`config.mk`:
```
export PLATFORM = sky130hd
export DESIGN_NAME = div_repsub_flat
export DESIGN_NICKNAME = d
export VERILOG_FILES = /design/src/rtl/div_repsub_if.sv /design/src/rtl/div_repsub.sv /design/src/flat_wrapper.sv
export SDC_FILE = /design/constraint.sdc
export NUM_CORES = 1
export LEC_CHECK = 0
export BUFFER_PORTS_ARGS = -buffer_cell sky130_fd_sc_hd__buf_2
export CAP_MARGIN = 0
export CORE_UTILIZATION = 50
export CTS_BUF_LIST = sky130_fd_sc_hd__clkbuf_8
export DETAILED_ROUTE_END_ITERATION = 8
export PLACE_DENSITY_LB_ADDON = 0.25
export RECOVER_POWER = 50
export REMOVE_ABC_BUFFERS = 1
export SYNTH_ARGS = -nofsm -noshare
export SYNTH_HDL_FRONTEND = slang
export SYNTH_SLANG_ARGS = --single-unit
```
`constraint.sdc`:
```
create_clock -name clk -period 4 [get_ports clk]
set_input_delay 0 -clock clk [delete_from_list [all_inputs] [get_ports clk]]
set_output_delay 0 -clock clk [all_outputs]
set_load 0.005 [all_outputs]
```
`src/rtl/div_repsub_if.sv`:
```
// div_repsub_if: operand/result bundle between the divider and its requester.
interface div_repsub_if #(parameter int WIDTH = 16);
    logic             start;
    logic [WIDTH-1:0] data_in;
    logic [WIDTH-1:0] quotient;
    logic [WIDTH-1:0] remainder;
    logic             done;
    logic             busy;
    logic             div_by_zero;
    modport master (output start, data_in, input quotient, remainder, done, busy, div_by_zero);
    modport slave  (input start, data_in, output quotient, remainder, done, busy, div_by_zero);
endinterface

```
`src/rtl/div_repsub.sv`:
```
// div_repsub: unsigned repeated-subtraction divider, operands loaded serially on one bus.
module div_repsub #(parameter int WIDTH = 16) (
    input logic        clk,
    input logic        rst,
    div_repsub_if.slave bus
);
    typedef enum logic [2:0] {IDLE, LD_A, LD_B, SUB, DONE} state_t;
    state_t           state_q, state_d;
    logic [WIDTH-1:0] a_q, a_d, b_q, b_d, q_q, q_d;
    logic             dz_q, dz_d;
    always_ff @(posedge clk or posedge rst) begin
        if (rst) begin
            state_q <= IDLE;
            a_q     <= '0;
            b_q     <= '0;
            q_q     <= '0;
            dz_q    <= 1'b0;
        end else begin
            state_q <= state_d;
            a_q     <= a_d;
            b_q     <= b_d;
            q_q     <= q_d;
            dz_q    <= dz_d;
        end
    end
    always_comb begin
        state_d = state_q;
        a_d     = a_q;
        b_d     = b_q;
        q_d     = q_q;
        dz_d    = dz_q;
        case (state_q)
            IDLE: state_d = bus.start ? LD_A : IDLE;
            LD_A: begin
                a_d     = bus.data_in;
                state_d = LD_B;
            end
            LD_B: begin
                b_d     = bus.data_in;
                q_d     = '0;
                dz_d    = (bus.data_in == '0);
                state_d = SUB;
            end
            SUB: begin
                // A zero divisor saturates the quotient and leaves the dividend as remainder
                if (b_q == '0) begin
                    q_d     = '1;
                    state_d = DONE;
                end else if (a_q >= b_q) begin
                    a_d = a_q - b_q;
                    q_d = q_q + WIDTH'(1);
                end else begin
                    state_d = DONE;
                end
            end
            DONE: state_d = bus.start ? LD_A : DONE;
            default: state_d = IDLE;
        endcase
    end
    assign bus.quotient    = q_q;
    assign bus.remainder   = a_q;
    assign bus.div_by_zero = dz_q;
    assign bus.done        = (state_q == DONE);
    assign bus.busy        = (state_q == LD_A) || (state_q == LD_B) || (state_q == SUB);
endmodule

```
`src/flat_wrapper.sv`:
```
// flat-port wrapper written by rule: the top's interface ports become plain ports
module div_repsub_flat 
#(parameter int WIDTH = 16)
  (clk, rst, bus_start, bus_data_in, bus_quotient, bus_remainder, bus_done, bus_busy, bus_div_by_zero);
  div_repsub_if #(.WIDTH(WIDTH)) bus_i ();
  input logic clk;
  input logic rst;
  input wire logic [$bits(bus_i.start)-1:0] bus_start;
  input wire logic [$bits(bus_i.data_in)-1:0] bus_data_in;
  output wire logic [$bits(bus_i.quotient)-1:0] bus_quotient;
  output wire logic [$bits(bus_i.remainder)-1:0] bus_remainder;
  output wire logic [$bits(bus_i.done)-1:0] bus_done;
  output wire logic [$bits(bus_i.busy)-1:0] bus_busy;
  output wire logic [$bits(bus_i.div_by_zero)-1:0] bus_div_by_zero;
  assign bus_i.start = bus_start;
  assign bus_i.data_in = bus_data_in;
  assign bus_quotient = bus_i.quotient;
  assign bus_remainder = bus_i.remainder;
  assign bus_done = bus_i.done;
  assign bus_busy = bus_i.busy;
  assign bus_div_by_zero = bus_i.div_by_zero;
  div_repsub #(.WIDTH(WIDTH)) u_core (.clk(clk), .rst(rst), .bus(bus_i));
endmodule
```
# Word-level counts from Yosys, hierarchy flattened

Cells that the tools add are included.

Bits in registers: 52
Output and inout port bits: 35
Logic and storage cells: 36

Add/subtract/negate cells: 2
Order comparisons: 1
Equal/unequal tests: 8
Muxes and demuxes: 11
Reductions and logical operators: 9

Operators by type and width:

| operator                | count |
|---|---|
| $mux W16                | 4 |
| $pmux W16 S2            | 2 |
| $logic_not A16 Y1       | 2 |
| $add A16 B1 Y16 const B | 1 |
| $ge A16 B16 Y1          | 1 |
| $sub A16 B16 Y16        | 1 |
| $pmux W3 S5             | 1 |
| $mux W3                 | 3 |
| $eq A3 B2 Y1 const B    | 2 |
| $reduce_bool A2 Y1      | 2 |
| $eq A3 B1 Y1 const B    | 1 |
| $eq A3 B3 Y1 const B    | 1 |
| $logic_not A3 Y1        | 1 |
| $ne A3 B1 Y1 const B    | 1 |
| $ne A3 B2 Y1 const B    | 1 |
| $reduce_and A3 Y1       | 1 |
| $logic_or A1 B1 Y1      | 2 |
| $ne A2 B1 Y1 const B    | 1 |
| $ne A2 B2 Y1 const B    | 1 |
| $reduce_and A2 Y1       | 1 |
| $mux W1                 | 1 |

# Depth between registers and ports, before layout

Gate-level depths: netlist of run 1.

Depth after elaboration: 4
Depth in mapped cells: 11
Depth with buffers taken out: 10

# Worst setup path before layout of run 1

Ideal clock, no wire load.

Kind: register to register
Start: register u_core.a_q[0] (netlist: u_core.bus.remainder[0])
End: register u_core.q_q[7] (netlist: u_core.bus.quotient[7])
Setup time: 0.120 ns
Arrival time: 2.350 ns
Required time: 3.880 ns
Setup slack: 1.531 ns
Cell stages (with the launch flop): 11
Path buffers: 0
Period minus slack after synthesis: 2.469 ns
Cell sequence: dfrtp_1 -> inv_1 -> ha_1 -> inv_1 -> fa_1 -> a21o_1 -> a211oi_1 -> o31a_2 -> a21oi_2 -> a311o_1 -> and3_1

Word-level cells in the longest chain between the ends: 3

RTL lines:

| element                     | RTL line         | text |
|---|---|---|
| start, declared             | div_repsub.sv:9  | `logic [WIDTH-1:0] a_q, a_d, b_q, b_d, q_q, q_d;` |
| start signal, assigned      | div_repsub.sv:14 | `a_q <= '0;` |
| start signal, assigned      | div_repsub.sv:20 | `a_q <= a_d;` |
| $ge A16 B16 Y1              | div_repsub.sv:49 | `end else if (a_q >= b_q) begin` |
| $ne A3 B1 Y1 (no line)      | n/a              |  |
| $reduce_and A2 Y1 (no line) | n/a              |  |
| end signal, assigned        | div_repsub.sv:22 | `q_q <= q_d;` |
| end, declared               | div_repsub.sv:9  |  |

No other way between the ends.
A chain may end at the register's enable or synchronous reset.

# Worst setup path in the final report of run 1

Ends and elaborated chain as after synthesis.

==> summary.md, run 1 <==
| Metric | Value |
|---|---|
| Status | `finished, violations left` |
| Failing checks | `capacitance limit, slew limit` |
| First-iteration detailed-routing DRC count | `285` |
| RSZ-0062 raised after global routing | `no` |
| Worst hold path type | `primary input to async pin` |
| Met1 Usage GRT | `0.355` |
| CTS tree | `done` |
| Synth Flop Type | `dfrtp_1` |
| Most area-consuming cells after synthesis | `dfrtp_1 (37%), nand2_1 (6.0%), ha_1 (6.0%), o21ai_0 (4.1%), nor2_1 (3.9%)` |
| Final Hold Fails | `0` |
| H-tree levels | `2` |
| PwrDens | `913 mW/mm^2` |
| Starting Density | `0.519` |
| Final Critical Period | `2.74 ns` |
| Reg2Reg Depth | `10` |
| R2r setup slk | `1.26 ns` |
| Worst R2R End | `u_core.bus.quotient[7]` |
| Critical path startpoint category | `register` |
| P_leak | `1.81 nW` |
| Cells after synthesis | `422` |
| Slew HR | `-0.306` |
| Kind of end point of the critical path | `register` |
| Max FO, Critical Path | `9` |
| Peak VDD IR | `0.484 mV` |
| Post-CTS Setup Bufs | `0` |
| P&R area growth vs syn | `15.3%` |
| Worst slew pin tran | `1.96 ns` |
| Clock Pin Slew Worst Setup and Hold Paths | `0.10 ns` |
| Final Core Density | `0.598` |
| ANT cells | `0` |
| Final Non-Filler Cells | `573` |
| CTS max path bufs | `2` |
| Die area | `0.00743 mm^2` |
| Syn avg cell area | `8.40 um^2` |
| Post-DRT Antenna Nets | `0` |
| Post-synth cell types | `62` |
| 1st-pass router iterations | `5` |
| Post-synth EDFFs | `0` |
| Worst path required time | `4.21 ns` |
| Vias per cell | `5.98` |
| Fin. max-slew vios | `53` |
| CP Launch Point | `u_core.bus.remainder[0]` |
| Nets | `513` |
| Dpl cell area | `0.00382 mm^2` |
| CTS root buffer | `clkbuf_8` |
| Gr busiest metal | `met2` |
| Pin count of the biggest net entering global routing | `53` |
| # setup viols final | `0` |
| Crit share post-route | `0.685` |
| Met2 GRT Util | `0.452` |
| Post-Route WL | `9300 um` |
| Clock Latency Late Sink | `0.31 ns` |
| Worst Setup EP | `u_core.bus.quotient[7]` |
| Antenna violations before repair | `0` |
| WP data arrival | `2.95 ns` |
| DRC Markers | `0` |
| Post-synthesis sequential area ratio | `0.367` |
| Mapped Area | `0.00354 mm^2` |
| Clock buffer count from CTS | `5` |
| Total GRT Usage | `0.267` |
| Placed cells | `548` |
| WL/cell | `16.2 um` |
| Ratio of cells with drive above 1 in the final layout | `0.155` |
| FP Rows | `30` |
| PortBufs | `53` |
| Final TNS setup | `0 ns` |
| Core area | `0.00683 mm^2` |
| Post-synth top area cell | `dfrtp_1` |
| Die X | `86.2 um` |
| First-pass GRT wire length | `15,700 um` |
| Yosys top cell area share | `0.367` |
| HPWL Detailed | `6630 um` |
| Max Fclk | `365 MHz` |
| Final GP Congestion | `0.872` |
| Via total after detailed routing | `3,428` |
| RR Startpoint | `u_core.bus.remainder[0]` |
| Design Area, Final | `0.00409 mm^2` |
| Chip height | `86.2 um` |
| Max cap viols | `1` |
| Worst Clk Skew | `0.0157 ns` |
| Fill count | `645` |
| Synth warn | `0` |
| Total congestion overflow | `0` |
| Seq cells post-synth | `52` |
| Io pins | `54` |
| Number of global-route vias before repair | `3,249` |
| Synth async-reset ratio | `1.00` |
| Sink Count | `52` |
| Setup CP Type | `register to register` |
| M3 GR Usage | `0.0295` |
[cells in the mapped netlist (all sizes together), types with 2 or more instances]
master	count
a211oi	12
a21o	3
a21oi	26
a311oi	6
a31oi	12
and2	9
and3	10
and4	3
buf	13
clkbuf	14
dfrtp	52
ha	17
inv	21
mux2	3
mux2i	5
nand2	57
nand2b	3
nand3	9
nand4	13
nor2	37
nor2b	3
nor3	11
nor4	10
o21a	8
o21ai	30
o22ai	2
o31a	2
o31ai	2
o41ai	2
or2	2
xnor2	3
xor2	3
[timing repair]
| action | 4_1_cts | 5_1_grt |
|---|---|---|
| hold buffers | 17 | 0 |
| resized for setup | 0 | 0 |
| endpoints found under the hold margin | 24 | 0 |
[worst min-delay path by stage]
stage,start,slack [ns],to,cells after the start
after floorplan,bus_data_in[0],0.11,u_core.b_q[0],2
after global placement,bus_start,0.22,u_core.state_q[2],2
after detailed placement,bus_start,0.23,u_core.state_q[2],2
after CTS,rst,0.008,u_core.b_q[1],2
after global routing,bus_start,0.46,u_core.state_q[2],3
final,rst,0.31,u_core.b_q[1],2
[kinds of logic after synthesis]
family                   after synthesis  share of synthesized area
AND/OR/NAND/NOR                      171                      0.234
AO/OA/AOI/OAI                        119                      0.231
flip-flops                            52                      0.367
buffers and inverters                 48                     0.0632
adder cells (fa/ha/maj)               18                     0.0657
multiplexers                           8                     0.0237
XOR/XNOR                               6                     0.0148
[routing by layer]
metal  part of all wire  vias to the layer above
met2               0.49                      132
li1                   -                     1646
met3              0.056                       10
met1               0.44                     1640
met5                  0                        -
met4              0.012                        0
[report_power, final]
group	switching [W]	internal, W
Combinational	0.00152	0.000957
Clock	0.000178	0.000184
Sequential	0.000170	0.000727
[cells in the final DEF (no fill, tap or decap), drive strengths merged, types with 2 or more instances in the layout]
master       count
a211oi          12
a21o             3
a21oi           26
a311oi           6
a31oi           12
and2             9
and3            10
and4             3
buf             51
clkbuf          11
dfrtp           52
dlygate4sd3     17
ha              17
inv             22
mux2             3
mux2i            5
nand2           57
nand2b           3
nand3            9
nand4           13
nor2            37
nor2b            3
nor3            11
nor4            10
o21a             8
o21ai           30
o22ai            2
o31a             2
o31ai            2
o41ai            2
or2              2
xnor2            3
xor2             3
[sequential cells by signal, indices dropped and copies added (netlist names)]
name                    flops
u_core.b_q                 16
u_core.bus.div_by_zero      1
u_core.bus.quotient        16
u_core.bus.remainder       16
u_core.state_q              3
[final cells by class]
| class | instances | area (um^2) | area share |
|---|---|---|---|
| repair buffers | 74 | 458 | 0.112 |
| inverters | 21 | 78.8 | 0.0193 |
| clock inverters | 3 | 38.8 | 0.00949 |
| multi-input cells | 322 | 2020 | 0.494 |
| well taps | 96 | 120 | 0.0294 |
| clock buffers | 5 | 68.8 | 0.0168 |
| flip-flops and latches | 52 | 1300 | 0.318 |
[stage by stage]
stage	total power (W)	setup slack, ns	hold slack [ns]
floorplan	0.00267	1.20	0.105
global placement	0.00329	1.35	0.225
detailed placement	0.00334	1.28	0.225
CTS	0.00373	1.28	0.00834
global route	0.00408	1.12	0.457
finish	0.00373	1.26	0.309
[critical path: stages (launching register included)]
cell and delay, ns:
dfrtp_1 0.41, inv_1 0.07, ha_1 0.16, inv_1 0.05, fa_1 0.40, a21o_1 0.21
a211oi_1 0.37, o31a_2 0.30, a21oi_2 0.14, a311o_1 0.38, and3_1 0.16
(Power assumes the default switching activity.)
==> run 2: changes to the inputs <==
==> constraint.sdc (replaced) <==
create_clock -name clk -period 2.7 [get_ports clk]
set_input_delay 0 -clock clk [delete_from_list [all_inputs] [get_ports clk]]
set_output_delay 0 -clock clk [all_outputs]
set_load 0.005 [all_outputs]
==> run 2 against run 1 <==
The flow still finishes with violations (capacitance limit, slew limit). Via count is 0.55% higher. First-iteration DRC count is 24% lower. Global-route usage is 0.31 points lower. Critical endpoint is now u_core.bus.remainder[10].
==> summary.md, run 2 (synthesized netlist as in run 1, its figures left out) <==
| Metric | Value |
|---|---|
| Sink Count | `52 (unchanged)` |
| Fin. max-slew vios | `53 (unchanged)` |
| Met1 Usage GRT | `0.343 (-0.0115)` |
| Delay-heaviest family, CP | `compound AO/OA/AOI/OAI gates` |
| Worst Clk Skew | `0.0140 ns (-0.00166 ns)` |
| Chip height | `86.2 um (unchanged)` |
| Status | `finished, violations left` |
| Worst Setup EP | `u_core.bus.remainder[10]` |
| WL/cell | `15.9 um (-2.0%)` |
| Number of global-route vias before repair | `3,212 (-1.1%)` |
| Critical path startpoint category | `register` |
| PortBufs | `53 (unchanged)` |
| 1st-pass router iterations | `5 (unchanged)` |
| WHS | `0.318 ns (+0.00894 ns)` |
| Worst path required time | `2.90 ns (-1.31 ns)` |
| Worst hold path type | `primary input to async pin` |
| First-pass GRT wire length | `15,400 um (-1.5%)` |
| Max stage delay cell, worst path | `ha_1` |
| Vias per cell | `5.84 (-2.3%)` |
| Total congestion overflow | `0 (unchanged)` |
| Commonest non-fill, non-tap cell in the layout | `nand2_1` |
| Clock Latency Late Sink | `0.32 ns (about the same)` |
| M3 GR Usage | `0.0333 (+0.00381)` |
| Gr busiest metal | `met2` |
| Worst R2R End | `u_core.bus.remainder[10]` |
| Io pins | `54 (unchanged)` |
| R2r setup slk | `0.13 ns (-1.13 ns)` |
| Post-CTS Setup Bufs | `0 (unchanged)` |
| Total GRT Usage | `0.264 (-0.00310)` |
| First-iteration detailed-routing DRC count | `217 (-24%)` |
| # setup viols final | `0 (unchanged)` |
| Core area | `0.00683 mm^2 (unchanged)` |
| Met2 GRT Util | `0.458 (+0.00577)` |
| Most frequent cells in the layout | `nand2_1 (57), dfrtp_1 (52), buf_2 (48)` |
| Max Fclk | `388 MHz (+6.5%)` |
| Peak VDD IR | `0.683 mV (+41%)` |
| Clock Pin Slew Worst Setup and Hold Paths | `0.10 ns (about the same)` |
| Max FO, Critical Path | `24 (+15)` |
| Via total after detailed routing | `3,447 (+0.55%)` |
| Pin count of the biggest net entering global routing | `53 (unchanged)` |
| Kind of end point of the critical path | `register` |
| H-tree levels | `2 (unchanged)` |
| P&R area growth vs syn | `20.0%` |
| RR Startpoint | `u_core.b_q[3]` |
| Crit share post-route | `0.953 (+0.268)` |
| Setup CP Type | `register to register` |
| Die X | `86.2 um (unchanged)` |
| Max cap viols | `1 (unchanged)` |
| Final Core Density | `0.622 (+0.0242)` |
| Critical path depth in cells | `8 (-2)` |
| Clock buffer count from CTS | `5 (unchanged)` |
| Die area | `0.00743 mm^2 (unchanged)` |
| WP data arrival | `2.77 ns (-0.18 ns)` |
| Antenna violations before repair | `0 (unchanged)` |
| PwrDens | `1380 mW/mm^2 (+51%)` |
| DRC Markers | `0 (unchanged)` |
| Worst slew pin tran | `1.96 ns (+0.00359 ns)` |
| Dpl cell area | `0.00396 mm^2 (+3.7%)` |
| Slew HR | `-0.309 (-0.00240)` |
| ANT cells | `0 (unchanged)` |
| CP Launch Point | `u_core.b_q[3]` |
| Post-Route WL | `9380 um (+0.91%)` |
| Reg2Reg Depth | `8 (-2)` |
| CP peak stage delay | `0.42 ns (about the same)` |
| Starting Density | `0.519 (unchanged)` |
| Worst path buffer plus inverter count | `2 (unchanged)` |
| Failing checks | `capacitance limit, slew limit` |
| Ratio of cells with drive above 1 in the final layout | `0.190 (+0.0351)` |
| Nets | `530 (+3.3%)` |
| HPWL Detailed | `6810 um (+2.7%)` |
| Final Critical Period | `2.57 ns (-0.167 ns)` |
| CP Cell Sequence | `inv_1 > ha_1 > and4_1 > a211oi_2 > o311a_1 > a221oi_4 > buf_12 > mux2_2` |
| CTS tree | `done` |
| Post-DRT Antenna Nets | `0 (unchanged)` |
| Final GP Congestion | `0.886 (+1.7%)` |
| CTS max path bufs | `2 (unchanged)` |
| RSZ-0062 raised after global routing | `yes` |
| FP Rows | `30 (unchanged)` |
| CTS root buffer | `clkbuf_8` |
| Final Hold Fails | `0 (unchanged)` |
| P_leak | `1.90 nW (+5.0%)` |
| Design Area, Final | `0.00425 mm^2 (+4.0%)` |
==> run 2: cell types whose count changed in the layout (fill, tap and decap cells not counted) <==
cell / before / now
a2111oi_2: 1 / 0
o2111ai_1: 1 / 0
buf_12: 0 / 1
a211oi_2: 0 / 1
a211oi_1: 12 / 11
clkbuf_1: 6 / 5
a2111oi_4: 0 / 1
buf_4: 4 / 20
o2111ai_2: 0 / 1
buf_2: 47 / 48
==> run 2: repair_timing <==
action                                  in CTS  in global routing
hold buffers                                17                  0
resized for setup                            0                  3
endpoints found under the setup margin       0                 15
endpoints found under the hold margin       24                  0
==> run 2: worst register-to-register path: cells and delay by family (launching register included) <==
kind | cells | cell delay [ns]
flops | 1 | 0.37
fa+ha+maj | 1 | 0.43
compound gates | 3 | 0.78
mux | 1 | 0.35
buf+inv | 2 | 0.27
simple gates | 1 | 0.26
==> run 2: how the worst min path moves through the flow <==
stage	from	endpoint	depth (start not counted)
6_report	rst	u_core.b_q[2]	2
5_1_grt	bus_start	u_core.state_q[2]	3
4_1_cts	rst	u_core.b_q[2]	2
3_5_place_dp	bus_start	u_core.state_q[2]	2
3_3_place_gp	bus_start	u_core.state_q[2]	2
2_1_floorplan	bus_data_in[0]	u_core.b_q[0]	2
==> run 2: area by class of cell <==
cell class                      count  area [um^2]
Inverter                           21         78.8
Multi-Input combinational cell    322         2040
Timing Repair Buffer               91          599
Sequential cell                    52         1300
Clock buffer                        5         68.8
Fill cell                         643         2580
Clock inverter                      3         38.8
Tap cell                           96          120
==> run 2: power breakdown <==
group	switching (W)	internal [W]
logic	0.00236	0.00164
registers	0.000251	0.00108
clock network	0.000270	0.000272
total	0.00288	0.00299
==> run 2: layer usage <==
| metal | part of all wire | wire, um |
|---|---|---|
| met5 | 0 | 0 |
| met4 | 0.018 | 172 |
| met3 | 0.048 | 450 |
| met2 | 0.49 | 4590 |
| met1 | 0.44 | 4170 |
==> run 2: metrics by stage <==
stage	power (W)	std cells	setup slack, ns	setup TNS [ns]
6_report	0.00587	590	0.126	0
3_3_place_gp	0.00512	565	0.0986	0
3_5_place_dp	0.00521	565	0.0455	0
4_1_cts	0.00577	590	0.0247	0
2_1_floorplan	0.00396	395	-0.101	-0.214
5_1_grt	0.00639	590	-0.00135	-0.00135
==> run 3: changes to the inputs <==
--- a/config.mk
+++ b/config.mk
@@ -10,7 +10,7 @@
 export CORE_UTILIZATION = 50
 export CTS_BUF_LIST = sky130_fd_sc_hd__clkbuf_8
 export DETAILED_ROUTE_END_ITERATION = 8
-export PLACE_DENSITY_LB_ADDON = 0.25
+export PLACE_DENSITY = 0.72
 export RECOVER_POWER = 50
 export REMOVE_ABC_BUFFERS = 1
 export SYNTH_ARGS = -nofsm -noshare
==> run 3 against run 2 <==
Utilization decreased by 0.66 points. Maximum frequency decreased by 1.8%. The run now ends clean. Sequential power about the same. Global-route usage increased by 0.26 points. Critical endpoint is now u_core.bus.remainder[2]. Flip-flop and latch count unchanged. Critical path type unchanged. Final cell count increased by 0.17%. Worst hold slack improved by 0.14 ns. First-iteration DRC count decreased by 16%. Final area decreased by 1.1%. Largest power group unchanged. Combinational power decreased by 2%.
==> summary.md, run 3 (synthesized netlist as in run 1, its figures left out) <==
| Metric | Value |
|---|---|
| Worst slew pin tran | `1.45 ns (-0.513 ns)` |
| Commonest non-fill, non-tap cell in the layout | `nand2_1` |
| Ratio of cells with drive above 1 in the final layout | `0.180 (-0.0105)` |
| Die X | `86.2 um (unchanged)` |
| Final GP Congestion | `0.885 (-0.11%)` |
| P&R area growth vs syn | `18.7%` |
| Setup CP Type | `register to register` |
| Via total after detailed routing | `3,464 (+0.49%)` |
| Critical path startpoint category | `register` |
| Max stage delay cell, worst path | `ha_1` |
| WP data arrival | `2.83 ns (+0.06 ns)` |
| Status | `complete, no violations` |
| Antenna violations before repair | `0 (unchanged)` |
| PortBufs | `53 (unchanged)` |
| 1st-pass router iterations | `5 (unchanged)` |
| Clock buffer count from CTS | `5 (unchanged)` |
| ANT cells | `0 (unchanged)` |
| PwrDens | `1360 mW/mm^2 (-1.7%)` |
| Crit share post-route | `0.971 (+0.0179)` |
| Worst path required time | `2.91 ns (about the same)` |
| Worst path buffer plus inverter count | `2 (unchanged)` |
| H-tree levels | `2 (unchanged)` |
| Slew HR | `0.0339 (+0.343)` |
| Chip height | `86.2 um (unchanged)` |
| Post-DRT Antenna Nets | `0 (unchanged)` |
| Number of global-route vias before repair | `3,282 (+2.2%)` |
| Sink Count | `52 (unchanged)` |
| CTS root buffer | `clkbuf_8` |
| CP Cell Sequence | `inv_1 > ha_1 > and4_1 > a211oi_2 > o311a_1 > a221oi_4 > buf_4 > mux2_2` |
| DRC Markers | `0 (unchanged)` |
| Core area | `0.00683 mm^2 (unchanged)` |
| First-iteration detailed-routing DRC count | `183 (-16%)` |
| Nets | `531 (+0.19%)` |
| CTS tree | `done` |
| First-pass GRT wire length | `15,700 um (+1.9%)` |
| P_leak | `1.87 nW (-1.7%)` |
| Delay-heaviest family, CP | `compound AO/OA/AOI/OAI gates` |
| Total GRT Usage | `0.267 (+0.00258)` |
| Post-Route WL | `9370 um (-0.14%)` |
| Max cap viols | `0 (-1)` |
| RSZ-0062 raised after global routing | `yes` |
| Clock Pin Slew Worst Setup and Hold Paths | `0.10 ns (about the same)` |
| Clock Latency Late Sink | `0.31 ns (about the same)` |
| CTS max path bufs | `2 (unchanged)` |
| Fin. max-slew vios | `0 (-100%)` |
| Final Core Density | `0.616 (-0.00659)` |
| Worst hold path type | `primary input to register` |
| Final Hold Fails | `0 (unchanged)` |
| # setup viols final | `0 (unchanged)` |
| Max Fclk | `381 MHz (-1.8%)` |
| Io pins | `54 (unchanged)` |
| CP peak stage delay | `0.43 ns (about the same)` |
| Vias per cell | `5.86 (+0.32%)` |
| HPWL Detailed | `6980 um (+2.6%)` |
| Most frequent cells in the layout | `nand2_1 (57), dfrtp_1 (52), buf_2 (44)` |
| Kind of end point of the critical path | `register` |
| Design Area, Final | `0.00421 mm^2 (-1.1%)` |
| Die area | `0.00743 mm^2 (unchanged)` |
| Worst Clk Skew | `0.0108 ns (-0.00328 ns)` |
| Peak VDD IR | `0.725 mV (+6.1%)` |
| Starting Density | `0.519 (unchanged)` |
| Max FO, Critical Path | `17 (-29%)` |
| Total congestion overflow | `0 (unchanged)` |
| Pin count of the biggest net entering global routing | `38 (-28%)` |
| FP Rows | `30 (unchanged)` |
| Final Critical Period | `2.62 ns (+0.0483 ns)` |
| Dpl cell area | `0.00394 mm^2 (-0.51%)` |
| WL/cell | `15.9 um (-0.31%)` |
run 3: timing repair:
action                                  in CTS  in global routing
pin swaps                                    0                  3
hold buffers                                18                  0
endpoints found under the setup margin       1                  7
resized for setup                            1                  1
buffers inserted                             0                  1
endpoints found under the hold margin       59                  0
run 3: power by group:
part | switching, W | internal, W | total (W)
combinational | 0.00231 | 0.00159 | 0.00390
sequential | 0.000251 | 0.00108 | 0.00133
clock | 0.000264 | 0.000205 | 0.000469
run 3: worst paths after layout:
check / startpoint / end / slack, ns / depth (start not counted)
max in group asynchronous: rst / u_core.b_q[10] / 1.19 / 4
min in group asynchronous: rst / u_core.bus.remainder[1] / 0.64 / 3
worst min-delay path: bus_start / u_core.state_q[2] / 0.46 / 3
worst min register to register: u_core.bus.div_by_zero / u_core.bus.div_by_zero / 0.49 / 2
worst max register to register: u_core.b_q[3] / u_core.bus.remainder[2] / 0.08 / 8
worst max-delay path: u_core.b_q[3] / u_core.bus.remainder[2] / 0.08 / 8
run 3: layout make-up:
| class | instances | area [um^2] |
|---|---|---|
| clock buffer | 6 | 82.6 |
| clock inverter | 2 | 10.0 |
| fill | 619 | 2630 |
| inverter | 21 | 78.8 |
| multi-input combinational | 322 | 2030 |
| sequential | 52 | 1300 |
| tap | 96 | 120 |
| timing repair buffer | 92 | 588 |
run 3: routing by layer:
layer | global-route usage | wire [um]
met1 | 0.358 | 4090
met2 | 0.447 | 4530
met5 | 0 | 0
met3 | 0.0333 | 527
met4 | 0.0909 | 221
run 3: through the flow:
stage | total power (W) | setup TNS (ns) | setup slack (ns) | std cells | hold WS (ns)
6_report | 0.00570 | 0 | 0.0773 | 591 | 0.457
2_1_floorplan | 0.00396 | -0.214 | -0.101 | 395 | 0.105
5_1_grt | 0.00622 | -0.00273 | -0.00273 | 591 | 0.481
3_3_place_gp | 0.00505 | 0 | 0.0923 | 564 | 0.208
3_5_place_dp | 0.00514 | 0 | 0.0127 | 564 | 0.208
4_1_cts | 0.00566 | 0 | 0.0775 | 590 | 0.411
run 3: worst register-to-register path, cell delays in order (launching register included):
cell	delay (ns)
dfrtp_1	0.38
inv_1	0.06
ha_1	0.43
and4_1	0.27
a211oi_2	0.07
o311a_1	0.40
a221oi_4	0.27
buf_4	0.27
mux2_2	0.36
